===== src/rtl/eeg_moving_avg.sv =====
// -----------------------------------------------------------------------------
// eeg_moving_avg
//
// Boxcar moving average over the last N = 2^WIN_LOG2 unsigned 8-bit EEG
// samples, with valid/ready handshakes on both sides and a one-clock
// result latency.
//
// The block starts in FILL and produces no output until the window holds N
// samples. From then on (RUN) every accepted sample produces one averaged
// output. flush clears the window synchronously. rst clears it
// asynchronously.
//
// Optional feature (compile-time macro EEG_AVG_SPIKE_EN):
//   When defined, spike flags a sample that exceeds the current window
//   average by more than SPIKE_TH. When undefined, spike is tied low.
//
// Parameters:
//   WIN_LOG2  log2 of the window length N (legal 1..6)
//   SPIKE_TH  spike threshold above the running average
//
// Ports:
//   clk        clock, rising edge
//   rst        asynchronous active-high reset
//   in_data    8-bit unsigned input sample
//   in_valid   in_data is valid
//   in_ready   block can accept a sample this cycle
//   flush      synchronous clear of the window state
//   out_data   8-bit averaged sample
//   out_valid  out_data is valid
//   out_ready  downstream accepts out_data
//   spike      spike flag, qualified by out_valid
// -----------------------------------------------------------------------------
module eeg_moving_avg #(
    parameter int         WIN_LOG2 = 3,
    parameter logic [7:0] SPIKE_TH = 8'd40
) (
    input  logic       clk,
    input  logic       rst,
    input  logic [7:0] in_data,
    input  logic       in_valid,
    output logic       in_ready,
    input  logic       flush,
    output logic [7:0] out_data,
    output logic       out_valid,
    input  logic       out_ready,
    output logic       spike
);

    localparam int N  = 1 << WIN_LOG2;
    localparam int SW = 8 + WIN_LOG2;   // N * 255 always fits
    localparam int CW = WIN_LOG2 + 1;   // fill_cnt must be able to hold N
    localparam logic [CW-1:0] FILL_LAST = CW'(N - 1);

    typedef enum logic {
        FILL = 1'b0,
        RUN  = 1'b1
    } state_t;

    state_t              state;
    logic [7:0]          win_buf [N];
    logic [WIN_LOG2-1:0] wr_ptr;
    logic [SW-1:0]       sum;
    logic [SW-1:0]       sum_next;
    logic [CW-1:0]       fill_cnt;
    logic [7:0]          oldest;
    logic                accept;
    logic                load_out;

    // The output register may take a new sample when it is empty or being
    // drained this cycle; flush blocks acceptance outright.
    assign in_ready = !flush && (!out_valid || out_ready);
    assign accept   = in_valid && in_ready;

    // NOTE: every signal driven here gets a value on every path, so no
    // latch is inferred.
    always_comb begin
        oldest   = win_buf[wr_ptr];
        // Intermediate sum + in_data may exceed SW bits, but the modular
        // result after subtracting the evicted sample is exact.
        sum_next = sum + SW'(in_data) - SW'(oldest);
        load_out = accept && ((state == RUN) || (fill_cnt == FILL_LAST));
    end

    // NOTE: the window memory is cleared on reset and on flush because a
    // stale entry would be subtracted from the running sum; this forces the
    // buffer into flops rather than a RAM macro.
    always_ff @(posedge clk or posedge rst) begin
        if (rst) begin
            state     <= FILL;
            wr_ptr    <= '0;
            sum       <= '0;
            fill_cnt  <= '0;
            out_data  <= '0;
            out_valid <= 1'b0;
            for (int i = 0; i < N; i++) begin
                win_buf[i] <= '0;
            end
        end else if (flush) begin
            state     <= FILL;
            wr_ptr    <= '0;
            sum       <= '0;
            fill_cnt  <= '0;
            out_valid <= 1'b0;
            for (int i = 0; i < N; i++) begin
                win_buf[i] <= '0;
            end
        end else begin
            // Drain first; a simultaneous load below overrides this.
            if (out_valid && out_ready) begin
                out_valid <= 1'b0;
            end
            if (accept) begin
                win_buf[wr_ptr] <= in_data;
                wr_ptr          <= wr_ptr + WIN_LOG2'(1);
                sum             <= sum_next;
                if (state == FILL) begin
                    fill_cnt <= fill_cnt + CW'(1);
                    if (fill_cnt == FILL_LAST) begin
                        state <= RUN;
                    end
                end
            end
            if (load_out) begin
                out_data  <= sum_next[SW-1:WIN_LOG2];
                out_valid <= 1'b1;
            end
        end
    end

`ifdef EEG_AVG_SPIKE_EN
    // Compare against the average before this sample enters the window.
    // Nine bits hold avg + threshold without wrapping.
    logic [8:0] spike_limit;
    logic       spike_next;
    logic       spike_q;

    assign spike_limit = {1'b0, sum[SW-1:WIN_LOG2]} + {1'b0, SPIKE_TH};
    assign spike_next  = {1'b0, in_data} > spike_limit;

    // load_out implies !flush, so the flag only changes alongside out_data.
    always_ff @(posedge clk or posedge rst) begin
        if (rst) begin
            spike_q <= 1'b0;
        end else if (load_out) begin
            spike_q <= spike_next;
        end
    end

    assign spike = spike_q;
`else
    // Tied low; the AND with a constant folds away, it only keeps SPIKE_TH
    // referenced so the parameter list is identical in both builds.
    assign spike = 1'b0 & (|SPIKE_TH);
`endif

endmodule


===== config.mk =====
export PLATFORM = sky130hd
export DESIGN_NAME = eeg_moving_avg
export DESIGN_NICKNAME = d
export VERILOG_FILES = /design/src/rtl/eeg_moving_avg.sv
export SDC_FILE = /design/constraint.sdc
export NUM_CORES = 1
export LEC_CHECK = 0
export CORE_UTILIZATION = 65
export CTS_BUF_LIST = sky130_fd_sc_hd__clkbuf_4 sky130_fd_sc_hd__clkbuf_8
export DETAILED_ROUTE_END_ITERATION = 7
export PLACE_DENSITY = 0.94
export SLEW_MARGIN = 20
export SYNTH_ARGS = -nofsm -noshare
export SYNTH_HDL_FRONTEND = slang
export SYNTH_SLANG_ARGS = --single-unit

===== constraint.sdc =====
create_clock -name clk -period 9.17 [get_ports clk]
set_input_delay 0.917 -clock clk [delete_from_list [all_inputs] [get_ports clk]]
set_output_delay 0.917 -clock clk [all_outputs]
set_load 0.01 [all_outputs]

### Yosys cells after proc, flatten, opt, wreduce, memory -nomap -nowiden

Index checks and enable logic that the tools add are counted.
W data, S select, Z words.

* add/sub/neg operators: 4
* $mul: 0
* div/mod/pow operators: 0
* order comparisons: 2
* equal/unequal tests: 2
* shifts and indexed selects: 0
* multiplexer cells: 22
* bitwise operators: 2
* reduce and logical (&&, ||, !) cells: 13

Operators by type and width (number)
* $mux W64: 2
* $bwmux W64: 1
* $bmux W8 S3: 1
* $demux W8 S3: 1
* $mux W8: 3
* $mux W11: 2
* $mux W4: 3
* $add A11 B8 Y11: 1
* $sub A11 B8 Y11: 1
* $mux W1: 7
* $mux W3: 2
* $logic_and A1 B1 Y1: 5
* $add A4 B1 Y4 const B: 1
* $eq A4 B3 Y1 const B: 1
* $ge A4 B4 Y1 const B: 1
* $lt A4 B1 Y1 const B: 1
* $not A3 Y4: 1
* $reduce_and A2 Y1: 2
* $add A3 B1 Y3 const B: 1
* $reduce_bool A3 Y1: 1
* $logic_not A1 Y1: 2
* $logic_or A1 B1 Y1: 2
* $ne A2 B2 Y1 const B: 1
* $reduce_bool A2 Y1: 1
* $not A1 Y1: 1

* register bits: 92
* bits in latches: 0
* RAM bits: 0
* ROM bits: 0
* input bits: 13
* output and inout bits: 11
* word-level logic and storage cells: 59
* memories: 0

### Logic depth before layout (Yosys ltp)

Gate-level depths: netlist of run 1.

* depth in word-level cells: 8
* depth in mapped cells: 16
* mapped depth without buffers: 15

### Least setup slack after synthesis of run 1

Ideal clock, no wire load.

* path type: register to register
* start: register wr_ptr[1]
* end: register sum[10]
* library setup time: 128 ps
* data arrival time: 3342 ps
* data required time: 9042 ps
* path slack: 5700 ps
* cell stages (with the launch flop): 14
* buffers on the path: 2
* clock period less this slack: 3470 ps
* cell sequence: dfrtp_1 buf_2 buf_2 mux4_2 nand2_1 nand2_1 fa_1 inv_1 ha_1 a21o_1 a211o_1 o22ai_2 mux2i_1 mux2_1

* cells in the longest elaborated chain, start to end: 7

Ends and longest elaborated chain
* start: declaration: line 61 `logic [WIN_LOG2-1:0] wr_ptr;`
* start signal: assignment: line 114 `wr_ptr <= wr_ptr + WIN_LOG2'(1);`
* $not A3 Y4 (not written as such): line 77 `oldest = win_buf[wr_ptr];`
* $bmux W8 S3: line 77
* $mux W8 (not written as such) (2 in a row): line 77
* $sub A11 B8 Y11: line 80 `sum_next = sum + SW'(in_data) - SW'(oldest);`
* $mux W11: line 112 `if (accept) begin`
* $mux W11: line 98 `end else if (flush) begin`
* end signal: assignment: line 115 `sum <= sum_next;`
* end: declaration: line 62 `logic [SW-1:0] sum;`

No other way between the ends. The select of a mux whose other input is x is not followed.
A chain may end at the register's enable or synchronous reset.

### Worst setup path in the final report of run 1

Same ends and word-level chain as after synthesis.

==> metrics.md, run 1 <==
| Metric | Value |
|---|---|
| Row cnt | `31` |
| Layout cells sized above 1 | `0.0765` |
| Total CTS buffers | `9` |
| Net Count, Synth | `568` |
| CP endpoint kind | `flip-flop` |
| Seq cells post-synth | `92` |
| Setup crit start kind | `flip-flop` |
| LEAKAGE | `2.42 nW` |
| Post-route cell area | `5470 um^2` |
| WL/cell | `18.3 um` |
| Insertion delay to the later sink of the worst-skew pair | `370 ps` |
| Die outline height | `90.5 um` |
| Worst slew margin | `0.206` |
| Number of synthesized flops with an enable pin | `0` |
| Fillcell total | `506` |
| Worst-path cell chain | `nor2b_1 -> a21oi_1 -> o21ai_0 -> fa_1 -> fa_1 -> nor2b_2 -> o2111ai_1 -> a21oi_1 -> o22ai_2 -> mux2i_1 -> mux2_1` |
| Sequential area share after synthesis | `0.452` |
| DRC viols | `0` |
| Core area | `7410 um^2` |
| Clock transition at path regs | `90 ps` |
| Mean Syn Cell Area | `9.53 um^2` |
| Initial antenna violation count | `0` |
| Final setup fails | `0` |
| CP Data Required Time | `9420 ps` |
| Global-route wire length before repair | `19.8 mm` |
| Yosys cell types | `49` |
| Main synth FF type | `dfrtp_1` |
| CTS tree | `yes` |
| Most frequent cells in the layout | `dfrtp_1, nor2_1, nand2_1, mux2i_1, a21oi_1` |
| Hold Vio Cnt, Final | `0` |
| Final TNS setup | `0 ps` |
| Hpwl dp | `7.64 mm` |
| Cts hold-fix bufs | `0` |
| Vias per cell | `6.28` |
| Pwr Density | `202 nW/um^2` |
| DRC violation total after the first TritonRoute iteration | `478` |
| Cell count after synthesis | `534` |
| Async SR Flop Fraction | `1.00` |
| Ports | `24` |
| Final period util | `0.484` |
| CTS max path bufs | `2` |
| Root Driver | `clkbuf_8` |
| Total inserted antenna cells | `0` |
| Peak VDD IR | `0.0000948 V` |
| Nets | `565` |
| Crit Path Max Fanout | `26` |
| Actual slew at the worst max-slew pin | `1190 ps` |
| Largest net degree at the start of global routing | `93` |
| Clock sink total | `92` |
| Hold WS | `494 ps` |
| Max Cap Viol | `0` |
| Iteration count of the initial detailed-routing pass | `6` |
| H-tree depth | `3` |
| Post-Syn Area | `5090 um^2` |
| Congestion Overflow GR | `0` |
| Slowest-stage cell, CP | `dfrtp_1` |
| RSZ-0062 raised after global routing | `no` |
| Hold Path Class | `reg2reg` |
| Total GRT Usage | `0.308` |
| Initial Utilization | `0.687` |
| DRT Wirelength | `11.6 mm` |
| Total power | `0.00111 W` |
| Resized Gates After CTS | `0` |
| Width of the chip | `90.5 um` |
| Vias in the first global route | `4,149` |
| RD Place Congestion | `0.879` |
| Number of port buffers | `22` |
| Slew Limit Fails | `0` |
| Post-CTS Setup Inserts | `0` |
| Via count | `3,990` |
| Die area | `8190 um^2` |
| Critical Path Max Stage Delay | `980 ps` |
| Routed Antenna Nets | `0` |
| Most common cell after layout, fill and taps aside | `dfrtp_1` |
| Outcome | `completed` |
| Area growth from synthesis to layout | `7.55%` |
| Ys Warns | `0` |
| Clock Skew | `7.79 ps` |
| Crit Path Category | `reg2reg` |
| Min Tclk post-route | `4440 ps` |
| CP arrival | `4690 ps` |
| Placed Area | `5290 um^2` |
| FMAX | `0.225 GHz` |
==> path summary, 6_finish.rpt <==
path / from / to / slack (ps) / cells after the start
worst min register to register: out_data[5]$_DFFE_PP0P_ / out_data[5]$_DFFE_PP0P_ / 490 / 2
min in group asynchronous: rst / out_data[3]$_DFFE_PP0P_ / 1050 / 3
worst max-delay path: wr_ptr[1]$_DFFE_PP0P_ / sum[10]$_DFFE_PP0P_ / 4730 / 11
worst min-delay path: out_data[5]$_DFFE_PP0P_ / out_data[5]$_DFFE_PP0P_ / 490 / 2
max in group asynchronous: rst / win_buf[36]$_DFFE_PP0P_ / 7500 / 3
worst max register to register: wr_ptr[1]$_DFFE_PP0P_ / sum[10]$_DFFE_PP0P_ / 4730 / 11
==> where the power goes <==
part           leakage (nW)  internal (W)  switching, W
registers              1.27      0.000439     0.0000240
clock network        0.0886      0.000103      0.000155
logic                  1.07      0.000168      0.000219
total                  2.42      0.000709      0.000398
==> worst max-delay path, delay by kind of cell, from the launching register on <==
kind                     cells  cell delay (ps)
adder cells (fa/ha/maj)      2              970
AND/OR/NAND/NOR              2              920
flip-flops                   1              980
AO/OA/AOI/OAI                5              890
multiplexers                 2              550
==> synth_stat cells (2+ instances only) <==
library cell	n	area, um^2
dfrtp_1	92	2300
o31ai_1	3	22.5
or3_1	2	12.5
buf_4	2	15.0
mux4_2	6	135
a211oi_1	3	22.5
fa_1	8	160
a22oi_1	3	22.5
nor3_4	2	32.5
clkbuf_1	27	101
a221oi_1	2	17.5
a21oi_1	41	205
o21ai_0	21	105
mux2i_1	49	490
mux2_2	5	56.3
xnor2_1	6	52.6
o21a_1	3	22.5
a21o_1	2	15.0
nor2_1	63	236
xor2_1	5	43.8
o211ai_1	3	22.5
nor2b_1	8	50.1
nand3_1	30	150
ha_1	13	163
inv_1	39	146
a31oi_1	2	12.5
nand2_1	62	233
buf_2	11	55.1
==> registers in the layout, summed over array words and instances (netlist names) <==
name / cells
out_data: 8
sum: 11
out_valid: 1
state: 1
wr_ptr: 3
win_buf: 64
fill_cnt: 4
==> kinds of logic after synthesis <==
kind of cell,count (synthesis),share of synthesized area
muxes,61,0.136
and+or+nand+nor,179,0.159
other,1,0.000737
DFF,92,0.452
buffers and inverters,79,0.0624
xor gates and xnor gates,12,0.0234
adders and majority gates,21,0.0634
AOI/OAI and AO/OA,89,0.103
==> layout make-up <==
cell class	instances	area (um^2)	area share
Timing Repair Buffer	26	249	0.0455
Multi-Input combinational cell	363	2470	0.451
Clock inverter	7	57.6	0.0105
Sequential cell	92	2300	0.421
Tap cell	99	124	0.0226
Clock buffer	9	124	0.0226
Inverter	39	148	0.0270
==> metal layers <==
metal  GRT usage  vias up  wire length, um
met5           0        -                0
met4       0.151        0              526
met3      0.0690       55              784
met2       0.519      204             5770
met1       0.372     1948             4510
li1            -     1783                -
==> stage by stage <==
step / cells / util / setup WS (ps)
after CTS: 635 / 0.738 / 4880
after detailed placement: 619 / 0.714 / 4910
after global routing: 635 / 0.739 / 4440
after floorplan: 534 / - / 5700
after global placement: 619 / 0.714 / 5090
final: 635 / 0.739 / 4730
No activity file was read; power rests on OpenSTA's default activity.
==> inputs of run 2 (changes only) <==
--- a/config.mk
+++ b/config.mk
@@ -5,10 +5,10 @@
 export SDC_FILE = /design/constraint.sdc
 export NUM_CORES = 1
 export LEC_CHECK = 0
-export CORE_UTILIZATION = 65
+export CORE_UTILIZATION = 63
 export CTS_BUF_LIST = sky130_fd_sc_hd__clkbuf_4 sky130_fd_sc_hd__clkbuf_8
 export DETAILED_ROUTE_END_ITERATION = 7
-export PLACE_DENSITY = 0.94
+export PLACE_DENSITY = 0.92
 export SLEW_MARGIN = 20
 export SYNTH_ARGS = -nofsm -noshare
 export SYNTH_HDL_FRONTEND = slang
==> constraint.sdc (replaced) <==
create_clock -name clk -period 4.1 [get_ports clk]
set_input_delay 0.41 -clock clk [delete_from_list [all_inputs] [get_ports clk]]
set_output_delay 0.41 -clock clk [all_outputs]
set_load 0.01 [all_outputs]
==> run 2 against run 1 <==
Hold slack worse by 170 ps. Global-route usage down 0.58 points. Combinational power increased by 130%. Via count shrank 0.40%. Total power is 130% higher.
==> metrics.md, run 2 (synthesis results as in run 1) <==
| Metric | Value |
|---|---|
| Outcome | `completed` |
| Buffers & Inverters on Critical Path | `2 (+2)` |
| CP arrival | `4050 ps (-640 ps)` |
| DRC violation total after the first TritonRoute iteration | `375 (-22%)` |
| Total power | `0.00256 W (+130%)` |
| LEAKAGE | `2.49 nW (+2.7%)` |
| DRT Wirelength | `11.6 mm (+0.18%)` |
| Largest Register | `win_buf` |
| Crit Path Category | `reg2reg` |
| Layout Cells excl Fill | `647 (+1.9%)` |
| Setup crit start kind | `flip-flop` |
| Most common cell after layout, fill and taps aside | `dfrtp_1` |
| Peak VDD IR | `0.000249 V (+160%)` |
| Vias per cell | `6.14 (-2.2%)` |
| Post-CTS Setup Inserts | `0 (unchanged)` |
| Hpwl dp | `7.75 mm (+1.5%)` |
| Slowest-stage cell, CP | `dfrtp_1` |
| Die area | `8440 um^2 (+3.1%)` |
| Crit. path cell count | `13 (+2)` |
| Ports | `24 (unchanged)` |
| Post-route cell area | `5590 um^2 (+2.1%)` |
| Hold_sp | `flush` |
| CP Data Required Time | `4350 ps (-5070 ps)` |
| Pwr Density | `458 nW/um^2 (+130%)` |
| CTS tree | `yes` |
| Actual slew at the worst max-slew pin | `1140 ps (-47.9 ps)` |
| Delay-heaviest family, CP | `compound AO/OA/AOI/OAI gates` |
| Most frequent cells in the layout | `dfrtp_1, nor2_1, nand2_1, mux2i_1, a21oi_1` |
| Via count | `3,974 (-0.40%)` |
| Area growth from synthesis to layout | `9.76%` |
| CP endpoint kind | `flip-flop` |
| Congestion Overflow GR | `0 (unchanged)` |
| Top Registers | `win_buf x64, sum x11, out_data x8` |
| CP dominant cell by count | `a21oi_1` |
| Layout cells sized above 1 | `0.0936 (+0.0171)` |
| WL/cell | `17.9 um (-1.7%)` |
| Fin util | `0.719 (-0.0197)` |
| Width of the chip | `91.9 um (+1.5%)` |
| Critical Path Max Stage Delay | `660 ps (-320 ps)` |
| Final period util | `0.927 (+0.444)` |
| Clock sink total | `92 (unchanged)` |
| Nets | `575 (+1.8%)` |
| R2r worst-path depth | `13 (+2)` |
| Clock Skew | `12.3 ps (+4.56 ps)` |
| Global-route wire length before repair | `19.6 mm (-0.73%)` |
| Reg-to-reg startpoint | `wr_ptr[2]$_DFFE_PP0P_` |
| Total GRT Usage | `0.302 (-0.00582)` |
| Final setup fails | `0 (unchanged)` |
| Cts hold-fix bufs | `0 (unchanged)` |
| Initial antenna violation count | `0 (unchanged)` |
| DRC viols | `0 (unchanged)` |
| Worst slew margin | `0.238 (+0.0320)` |
| Slew Limit Fails | `0 (unchanged)` |
| Vias in the first global route | `4,108 (-0.99%)` |
| Worst-path cell chain | `buf_12 -> and2_0 -> a221oi_1 -> o21ai_0 -> fa_1 -> inv_1 -> ha_1 -> a21o_1 -> a21oi_1 -> a21oi_1 -> o22ai_2 -> mux2i_1 -> mux2_1` |
| Initial Utilization | `0.655 (-0.0318)` |
| RSZ-0062 raised after global routing | `no` |
| Largest net degree at the start of global routing | `87 (-6.5%)` |
| Iteration count of the initial detailed-routing pass | `5 (-1)` |
| Insertion delay to the later sink of the worst-skew pair | `370 ps (about the same)` |
| Total CTS buffers | `9 (unchanged)` |
| Crit Path Max Fanout | `22 (-15%)` |
| Placed insts | `632 (+2.1%)` |
| Total inserted antenna cells | `0 (unchanged)` |
| Core area | `7770 um^2 (+4.8%)` |
| RD Place Congestion | `0.911 (+3.6%)` |
| Number of port buffers | `22 (unchanged)` |
| Crit path from | `wr_ptr[2]$_DFFE_PP0P_` |
| Max Cap Viol | `0 (unchanged)` |
| Root Driver | `clkbuf_8` |
| Hold Path Cell Cnt | `2 (unchanged)` |
| H-tree depth | `3 (unchanged)` |
| Placed Area | `5380 um^2 (+1.7%)` |
| Row cnt | `32 (+3.2%)` |
| Die outline height | `91.9 um (+1.5%)` |
| Min Tclk post-route | `3800 ps (-634 ps)` |
| Final TNS setup | `0 ps (unchanged)` |
| CTS max path bufs | `2 (unchanged)` |
| Routed Antenna Nets | `0 (unchanged)` |
| Max reg flops | `64 (unchanged)` |
| Hold Vio Cnt, Final | `0 (unchanged)` |
| FMAX | `0.263 GHz (+17%)` |
| Clock transition at path regs | `90 ps (about the same)` |
| Hold Path Class | `in2reg` |
==> run 2: cell count changes in the layout (fill, tap and decap cells not counted) <==
cell,before,now
buf_4,3,13
inv_6,3,0
clkbuf_8,9,11
buf_12,0,1
buf_6,1,0
bufinv_16,0,1
clkbuf_4,0,1
clkinv_2,2,1
clkinv_4,0,1
clkinvlp_4,2,1
dfrtp_1,92,91
dfrtp_2,0,1
inv_8,1,0
==> run 2: final timing paths <==
| check | end | slack [ps] |
|---|---|---|
| worst min register to register | out_data[5]$_DFFE_PP0P_ | 490 |
| worst min-delay path | sum[6]$_DFFE_PP0P_ | 320 |
| worst max register to register | sum[10]$_DFFE_PP0P_ | 300 |
| max in group asynchronous | sum[1]$_DFFE_PP0P_ | 2910 |
| min in group asynchronous | win_buf[39]$_DFFE_PP0P_ | 390 |
| worst max-delay path | sum[10]$_DFFE_PP0P_ | 300 |
==> run 2: worst reg2reg max path, cell delays in order, from the launching register on <==
cell      delay, ps
dfrtp_1         660
buf_12          250
and2_0          300
a221oi_1        120
o21ai_0         290
fa_1            470
inv_1            80
ha_1            270
a21o_1          180
a21oi_1         230
a21oi_1         120
o22ai_2         170
mux2i_1         230
mux2_1          330
==> run 2: what timing repair did <==
action	4_1_cts	5_1_grt
hold endpoints to repair	0	0
gates resized for setup	0	1
endpoints found under the setup margin	0	2
==> run 2: metrics by stage <==
step	worst slack (ps)	hold slack, ps
global route	85.2	330
global placement	348	463
finish	298	323
CTS	217	322
detailed placement	254	469
floorplan	630	480
==> run 2: final cells by class <==
class	count	area, um^2
Inverter	39	148
Multi-Input combinational cell	363	2470
Fill cell	527	2180
Timing Repair Buffer	36	333
Tap cell	102	128
Clock inverter	3	46.3
Clock buffer	12	159
Sequential cell	92	2300
==> run 2: routing by layer <==
layer	track usage	vias to the layer above	wire length (um)
li1	-	1801	-
met1	0.389	1952	4860
met2	0.484	179	5580
met3	0.0448	42	707
met4	0.184	0	465
met5	0	-	0
==> run 2: where the power goes <==
part	switching, W	internal, W
registers	0.0000465	0.000981
clock network	0.000324	0.000320
logic	0.000506	0.000383
total	0.000877	0.00168
==> inputs of run 3 (changes only) <==
--- a/config.mk
+++ b/config.mk
@@ -8,6 +8,7 @@
 export CORE_UTILIZATION = 63
 export CTS_BUF_LIST = sky130_fd_sc_hd__clkbuf_4 sky130_fd_sc_hd__clkbuf_8
 export DETAILED_ROUTE_END_ITERATION = 7
+export GPL_ROUTABILITY_DRIVEN = 0
 export PLACE_DENSITY = 0.92
 export SLEW_MARGIN = 20
 export SYNTH_ARGS = -nofsm -noshare
==> results of run 3 <==
Final layout, timing and power as in run 2 (identical DEF).
